[src/rtl/cci_mpf_if_pkg.sv]
// Shared width helpers and the channel-slice macro for the CCI MPF TX buffer.
// Every multi-channel bus is a flat vector, with channel i in bits
// [i*W +: W]. CCI_MPF_CHAN_SLICE expresses that slice in one place.

`ifndef CCI_MPF_CHAN_SLICE
`define CCI_MPF_CHAN_SLICE(bus, idx, w) bus[(idx)*(w) +: (w)]
`endif

package cci_mpf_if_pkg;

  // Occupancy must represent 0..DEPTH inclusive, so it needs one more bit than a pointer.
  function automatic int occ_width(input int depth);
    return $clog2(depth) + 1;
  endfunction

  // Pointer width for a power-of-two depth; wrapping is natural overflow.
  function automatic int ptr_width(input int depth);
    return (depth > 1) ? $clog2(depth) : 1;
  endfunction

endpackage

[src/rtl/cci_mpf_tx_buf_chan.sv]
// Single-channel TX FIFO: storage, registered almost-full toward the AFU,
// and a sticky overflow flag.
// Optional feature: CCI_MPF_TX_BUF_BYPASS_EN (empty-FIFO combinational bypass).
//
// Flow control: there is no ready signal on either side. The AFU side is
// valid-only, and the AFU is expected to stop on afu_almfull. A word that
// arrives while the FIFO is full, with no pop in the same cycle, is dropped
// and sets overflow_err. The FIU side is also valid-only: whenever the FIFO
// holds a word and fiu_almfull is low, fiu_valid is high for that cycle and
// the head is consumed unconditionally.

module cci_mpf_tx_buf_chan
  import cci_mpf_if_pkg::*;
#(
  parameter int DATA_WIDTH    = 64,
  parameter int DEPTH         = 16,
  parameter int ALMFULL_SLACK = 4
) (
  input  logic                               clk,
  input  logic                               reset,
  input  logic                               afu_valid,
  input  logic [DATA_WIDTH-1:0]              afu_data,
  output logic                               afu_almfull,
  output logic                               fiu_valid,
  output logic [DATA_WIDTH-1:0]              fiu_data,
  input  logic                               fiu_almfull,
  output logic [occ_width(DEPTH)-1:0]        occupancy,
  output logic                               overflow_err
);

  localparam int OCC_W = occ_width(DEPTH);
  localparam int PTR_W = ptr_width(DEPTH);
  localparam logic [OCC_W-1:0] FULL_CNT = OCC_W'(DEPTH);
  localparam logic [OCC_W-1:0] AF_CNT   = OCC_W'(DEPTH - ALMFULL_SLACK);

  logic [DATA_WIDTH-1:0] mem [DEPTH];
  logic [PTR_W-1:0]      rd_ptr;
  logic [PTR_W-1:0]      wr_ptr;
  logic [OCC_W-1:0]      count;
  logic                  empty;
  logic                  full;
  logic                  deq;
  logic                  enq;
  logic                  byp;

  assign empty = (count == '0);
  assign full  = (count == FULL_CNT);

`ifdef CCI_MPF_TX_BUF_BYPASS_EN
  assign byp = empty && !fiu_almfull && afu_valid && !reset;
`else
  assign byp = 1'b0;
`endif

  // A pop frees the slot in the same cycle, so a full FIFO still accepts a word when it pops.
  assign deq = !empty && !fiu_almfull;
  assign enq = afu_valid && !byp && (!full || deq);

  assign occupancy = count;

  // Head word toward the FIU, or the bypassed AFU word when the FIFO is empty.
  always_comb begin
    fiu_valid = deq || byp;
    fiu_data  = '0;
    if (deq) begin
      fiu_data = mem[rd_ptr];
    end
`ifdef CCI_MPF_TX_BUF_BYPASS_EN
    else if (byp) begin
      fiu_data = afu_data;
    end
`endif
  end

  // Storage array; pointers are reset, so stale contents are never observed.
  always_ff @(posedge clk) begin
    if (enq) begin
      mem[wr_ptr] <= afu_data;
    end
  end

  // Pointers, occupancy, registered almost-full and sticky overflow.
  always_ff @(posedge clk or posedge reset) begin
    if (reset) begin
      rd_ptr       <= '0;
      wr_ptr       <= '0;
      count        <= '0;
      afu_almfull  <= 1'b0;
      overflow_err <= 1'b0;
    end else begin
      if (enq) begin
        wr_ptr <= wr_ptr + PTR_W'(1);
      end
      if (deq) begin
        rd_ptr <= rd_ptr + PTR_W'(1);
      end
      case ({enq, deq})
        2'b10:   count <= count + OCC_W'(1);
        2'b01:   count <= count - OCC_W'(1);
        default: count <= count;
      endcase
      afu_almfull <= (count >= AF_CNT);
      if (afu_valid && !byp && full && !deq) begin
        overflow_err <= 1'b1;
      end
    end
  end

endmodule

[src/rtl/cci_mpf_tx_buf.sv]
// Multi-channel CCI MPF TX request buffer. Each channel is an independent
// FIFO (cci_mpf_tx_buf_chan), and no state is shared between channels.
// Optional feature: CCI_MPF_TX_BUF_BYPASS_EN. When it is defined, a word
// offered to an empty, unblocked channel passes straight to the FIU in the
// same cycle. When it is undefined, every word spends at least one cycle in
// the FIFO.

module cci_mpf_tx_buf
  import cci_mpf_if_pkg::*;
#(
  parameter int NUM_CHANNELS  = 2,
  parameter int DATA_WIDTH    = 64,
  parameter int DEPTH         = 16,
  parameter int ALMFULL_SLACK = 4
) (
  input  logic                                       clk,
  input  logic                                       reset,
  input  logic [NUM_CHANNELS-1:0]                    afu_tx_valid,
  input  logic [NUM_CHANNELS*DATA_WIDTH-1:0]         afu_tx_data,
  output logic [NUM_CHANNELS-1:0]                    afu_tx_almfull,
  output logic [NUM_CHANNELS-1:0]                    fiu_tx_valid,
  output logic [NUM_CHANNELS*DATA_WIDTH-1:0]         fiu_tx_data,
  input  logic [NUM_CHANNELS-1:0]                    fiu_tx_almfull,
  output logic [NUM_CHANNELS*occ_width(DEPTH)-1:0]   occupancy,
  output logic [NUM_CHANNELS-1:0]                    overflow_err
);

  localparam int OCC_W = occ_width(DEPTH);

  // One independent FIFO per channel; slices follow the flat-bus channel layout.
  for (genvar g = 0; g < NUM_CHANNELS; g++) begin : g_chan
    cci_mpf_tx_buf_chan #(
      .DATA_WIDTH    (DATA_WIDTH),
      .DEPTH         (DEPTH),
      .ALMFULL_SLACK (ALMFULL_SLACK)
    ) u_chan (
      .clk          (clk),
      .reset        (reset),
      .afu_valid    (afu_tx_valid[g]),
      .afu_data     (`CCI_MPF_CHAN_SLICE(afu_tx_data, g, DATA_WIDTH)),
      .afu_almfull  (afu_tx_almfull[g]),
      .fiu_valid    (fiu_tx_valid[g]),
      .fiu_data     (`CCI_MPF_CHAN_SLICE(fiu_tx_data, g, DATA_WIDTH)),
      .fiu_almfull  (fiu_tx_almfull[g]),
      .occupancy    (`CCI_MPF_CHAN_SLICE(occupancy, g, OCC_W)),
      .overflow_err (overflow_err[g])
    );
  end

endmodule

[config.mk]
export PLATFORM = sky130hd
export DESIGN_NAME = cci_mpf_tx_buf
export DESIGN_NICKNAME = d
export VERILOG_FILES = /design/src/rtl/cci_mpf_if_pkg.sv /design/src/rtl/cci_mpf_tx_buf_chan.sv /design/src/rtl/cci_mpf_tx_buf.sv
export SDC_FILE = /design/constraint.sdc
export NUM_CORES = 2
export LEC_CHECK = 0
export BUFFER_PORTS_ARGS = -buffer_cell sky130_fd_sc_hd__clkbuf_2
export CELL_PAD_IN_SITES_DETAIL_PLACEMENT = 2
export CELL_PAD_IN_SITES_GLOBAL_PLACEMENT = 2
export CORE_UTILIZATION = 44
export DETAILED_ROUTE_END_ITERATION = 10
export PLACE_DENSITY = 0.67
export SLEW_MARGIN = 10
export SYNTH_ARGS = -nofsm -noshare
export SYNTH_HDL_FRONTEND = slang
export SYNTH_HIERARCHICAL = 1
export SYNTH_SLANG_ARGS = --single-unit
[constraint.sdc]
create_clock -name clk -period 11 [get_ports clk]
set_input_delay 0.55 -clock clk [delete_from_list [all_inputs] [get_ports clk]]
set_output_delay 0.55 -clock clk [all_outputs]
set_load 0.05 [all_outputs]
==> results.yml <==
run_status:
  status: "complete, no violations"
cts:
  cts_resized: 0
  cts_inserted_buffers: 215
  cts_tree: "built"
  cts-hold-fix-buffers: 5
  cts_sinks: 2078
  htreeDepth: 4
  cts_max_path_buffers: 3
  cts_root_buf: "clkbuf_16"
  post-cts-setup-buffers: 0
  clk_latency_ns: 0.84
  clk_pin_slew_ns: 0.06
route:
  avgRoutedWirePerCell_um: 34.5
  drcViolationCount: 0
  ant_nets: 0
  dr.pass1.iters: 5
  viasPerCell: 5.87
  wirelength_mm: 221
  num_vias: 37600
  drt_first_iter_violations: 3195
critical_path:
  crit_path_start: "g_chan[0].u_chan/rd_ptr[1]"
  critPathKind: "flop to output pin"
  critPathMaxStageDelay_ns: 1.06
  worstPathArrival_ns: 5.01
  critical-path-slowest-cell: "dfrtp_4"
  crit_path_end_kind: "output pin"
  path_cells: "buf_4, buf_4, mux4_2, mux2_2, o21ai_1, a21oi_1, clkbuf_2"
  path_delay_family: "buffers and inverters"
  reg2reg_from: "g_chan[0].u_chan/occupancy[2]"
  required_ns: 10.45
  path_buf_inv: 3
  cp-start-kind: "flop"
  cpMostUsedCell: "buf_4"
  cp_max_fo: 50
timing:
  period_share_pct: 50.5
  whs_ns: 0.116
  max_slew_margin_pct: 23.3
  setup_viol: 0
  worst_pin_slew_ns: 1.15
  hold_viol_final: 0
  layout_min_cycle_time_ns: 5.56
  tns_ns: 0
  rsz0062_at_grt: "false"
  fmax_mhz: 180
  finClkSkew_ns: 0.0292
  finalMaxSlewViolations: 0
layout:
  area_growth_pct: 13.4
  finalNetCount: 3985
  drive_gt1_share_pct: 33.0
  final_cells: 6396
  finalCoreUtilization_pct: 50.2
worst_hold_path:
  holdCritPathClass: "input port to flop"
  hp-start: "afu_tx_data[38]"
pwr:
  intPower_mw: 16.3
  seq_power_share_pct: 41.6
  power_density_nw_per_um2: 268
  combPwrFrac_pct: 29.6
  ir_worst_vdd_v: 0.000218
  p_switching_mw: 8.02
  p_leak_nw: 29.0
  clkPwrFrac_pct: 28.8
  swShare_pct: 32.9
synth:
  synth_top_area_share_pct: 76.8
  synth_common_cells: "edfxtp_1 (2048), mux4_2 (514), a21oi_1 (128), mux2_2 (128), o21ai_1 (128)"
  synth_edf_count: 2048
  ys.warnings.count: 6
  ys.flop_type: "edfxtp_1"
  synth_area_leaders: "edfxtp_1 (77%), mux4_2 (14%), mux2_2 (1.8%)"
  syn_area_um2: 80100
  ys_seq_area_share_pct: 77.7
  yosys.area.top_type: "edfxtp_1"
  ys_seq_elements: 2078
  synth_cells: 3460
  yosysUniqueCellTypes: 40
  avgSynthCellArea_um2: 23.1
  async_flop_share_pct: 1.44
  syn-num-nets: 3612
  yosysMostFrequentCell: "edfxtp_1"
global_routing:
  grt_max_degree: 122
  gr-total-overflow: 0
  grt_pass1_wl_mm: 316
  first_global_vias: 42300
  track_usage_pct: 24.2
  antenna_found_initial: 31
floorplanning:
  core_area_um2: 181000
  start_util_pct: 44.3
  die_w_um: 429
  std_cell_rows: 156
  pin_count: 278
  die_h_um: 429
  dieArea_um2: 184000
placed_design:
  gp_congestion: 0.711
  portBuffers: 277
  placedCellCount: 5981
  dp_hpwl_mm: 119
flow_run:
  drv_cap: 0
==> stage by stage <==
step | setup slack (ns) | power [mW] | cell area (um^2)
final | 5.44 | 24.4 | 90800
after global routing | 5.01 | 25.3 | 90800
after CTS | 5.30 | 24.7 | 90800
after detailed placement | 6.24 | 17.6 | 84100
after global placement | 6.27 | 17.3 | 84100
after floorplan | 2.50 | 15.5 | 80100
==> cell usage in the layout, fill, tap and decap left out, types with 3 or more instances in the layout <==
cell           Yosys  final
inv_1              8      8
a21o_1             4      4
clkbuf_16          0    220
and4_4             0      8
a21oi_1          128    128
inv_6              0      7
nor3b_2            0      8
nor4b_2            0      8
o21ai_1          128    128
mux4_2           514    514
clkinv_1           0     51
bufinv_16          0     12
nand2_1           22     22
and3_4             0      8
buf_12             0      3
xnor2_1           16     16
edfxtp_1        2048   2048
dlygate4sd3_1      0      5
clkbuf_2           0    277
xor2_1             6      6
clkbuf_1          52     60
ha_1              18     18
clkinv_2           0     37
dfrtp_1           30     22
mux2i_1          126    126
mux2_2           128    128
nor2_1             8      8
dfrtp_4            0      8
buf_4             24     73
diode_2            0     16
nand4_1            6      6
==> metal layers <==
layer  wire, um  track usage, %
met5         99               0
met4       6410            8.46
met3       8720            3.40
met2     113000            41.0
met1      92300            32.0
==> cell type report <==
class | count | area, um^2
fillers | 15500 | 89900
flip-flops and latches | 2078 | 62300
multi-input cells | 1168 | 16800
clock buffers | 282 | 5760
well taps | 2370 | 2970
repair buffers | 358 | 2040
clock inverters | 112 | 883
inverters | 12 | 47.5
diodes | 16 | 40.0
==> logic make-up (layout without fill, tap and decap cells) <==
family | count (synthesis) | after routing | share of synthesized area [%]
DFF | 2078 | 2078 | 77.7
muxes | 768 | 768 | 17.8
AOI/OAI and AO/OA | 276 | 276 | 1.79
buffers and inverters | 214 | 764 | 1.47
and+or+nand+nor | 84 | 84 | 0.647
xor gates and xnor gates | 22 | 22 | 0.241
adders and majority gates | 18 | 18 | 0.281
other | 0 | 16 | 0
==> power by group through the flow <==
stage	Combinational (mW)	Clock [mW]	Sequential [mW]
5_1_grt	7.64	7.42	10.2
6_report	7.22	7.01	10.1
2_1_floorplan	5.47	0	9.98
3_5_place_dp	7.29	0	10.3
3_3_place_gp	7.08	0	10.2
4_1_cts	7.37	7.17	10.1
==> flip-flops by register name, indices dropped and copies added, names as in the netlist <==
name,cells
g_chan.u_chan/afu_almfull,2
g_chan.u_chan/mem,2048
g_chan.u_chan/overflow_err,2
g_chan.u_chan/wr_ptr,8
g_chan.u_chan/rd_ptr,8
g_chan.u_chan/occupancy,10
==> worst paths after layout <==
path | to | slack [ns] | cells after the start
max in group asynchronous | g_chan[1].u_chan/rd_ptr[3] | 9.67 | 3
worst min-delay path | g_chan[0].u_chan/mem[13][38] | 0.12 | 1
worst min register to register | g_chan[1].u_chan/occupancy[0] | 0.59 | 1
min in group asynchronous | g_chan[0].u_chan/overflow_err | 0.51 | 3
worst max register to register | g_chan[0].u_chan/occupancy[4] | 7.24 | 10
worst max-delay path | fiu_tx_data[18] | 5.44 | 7
No activity file was read; power rests on OpenSTA's default activity.
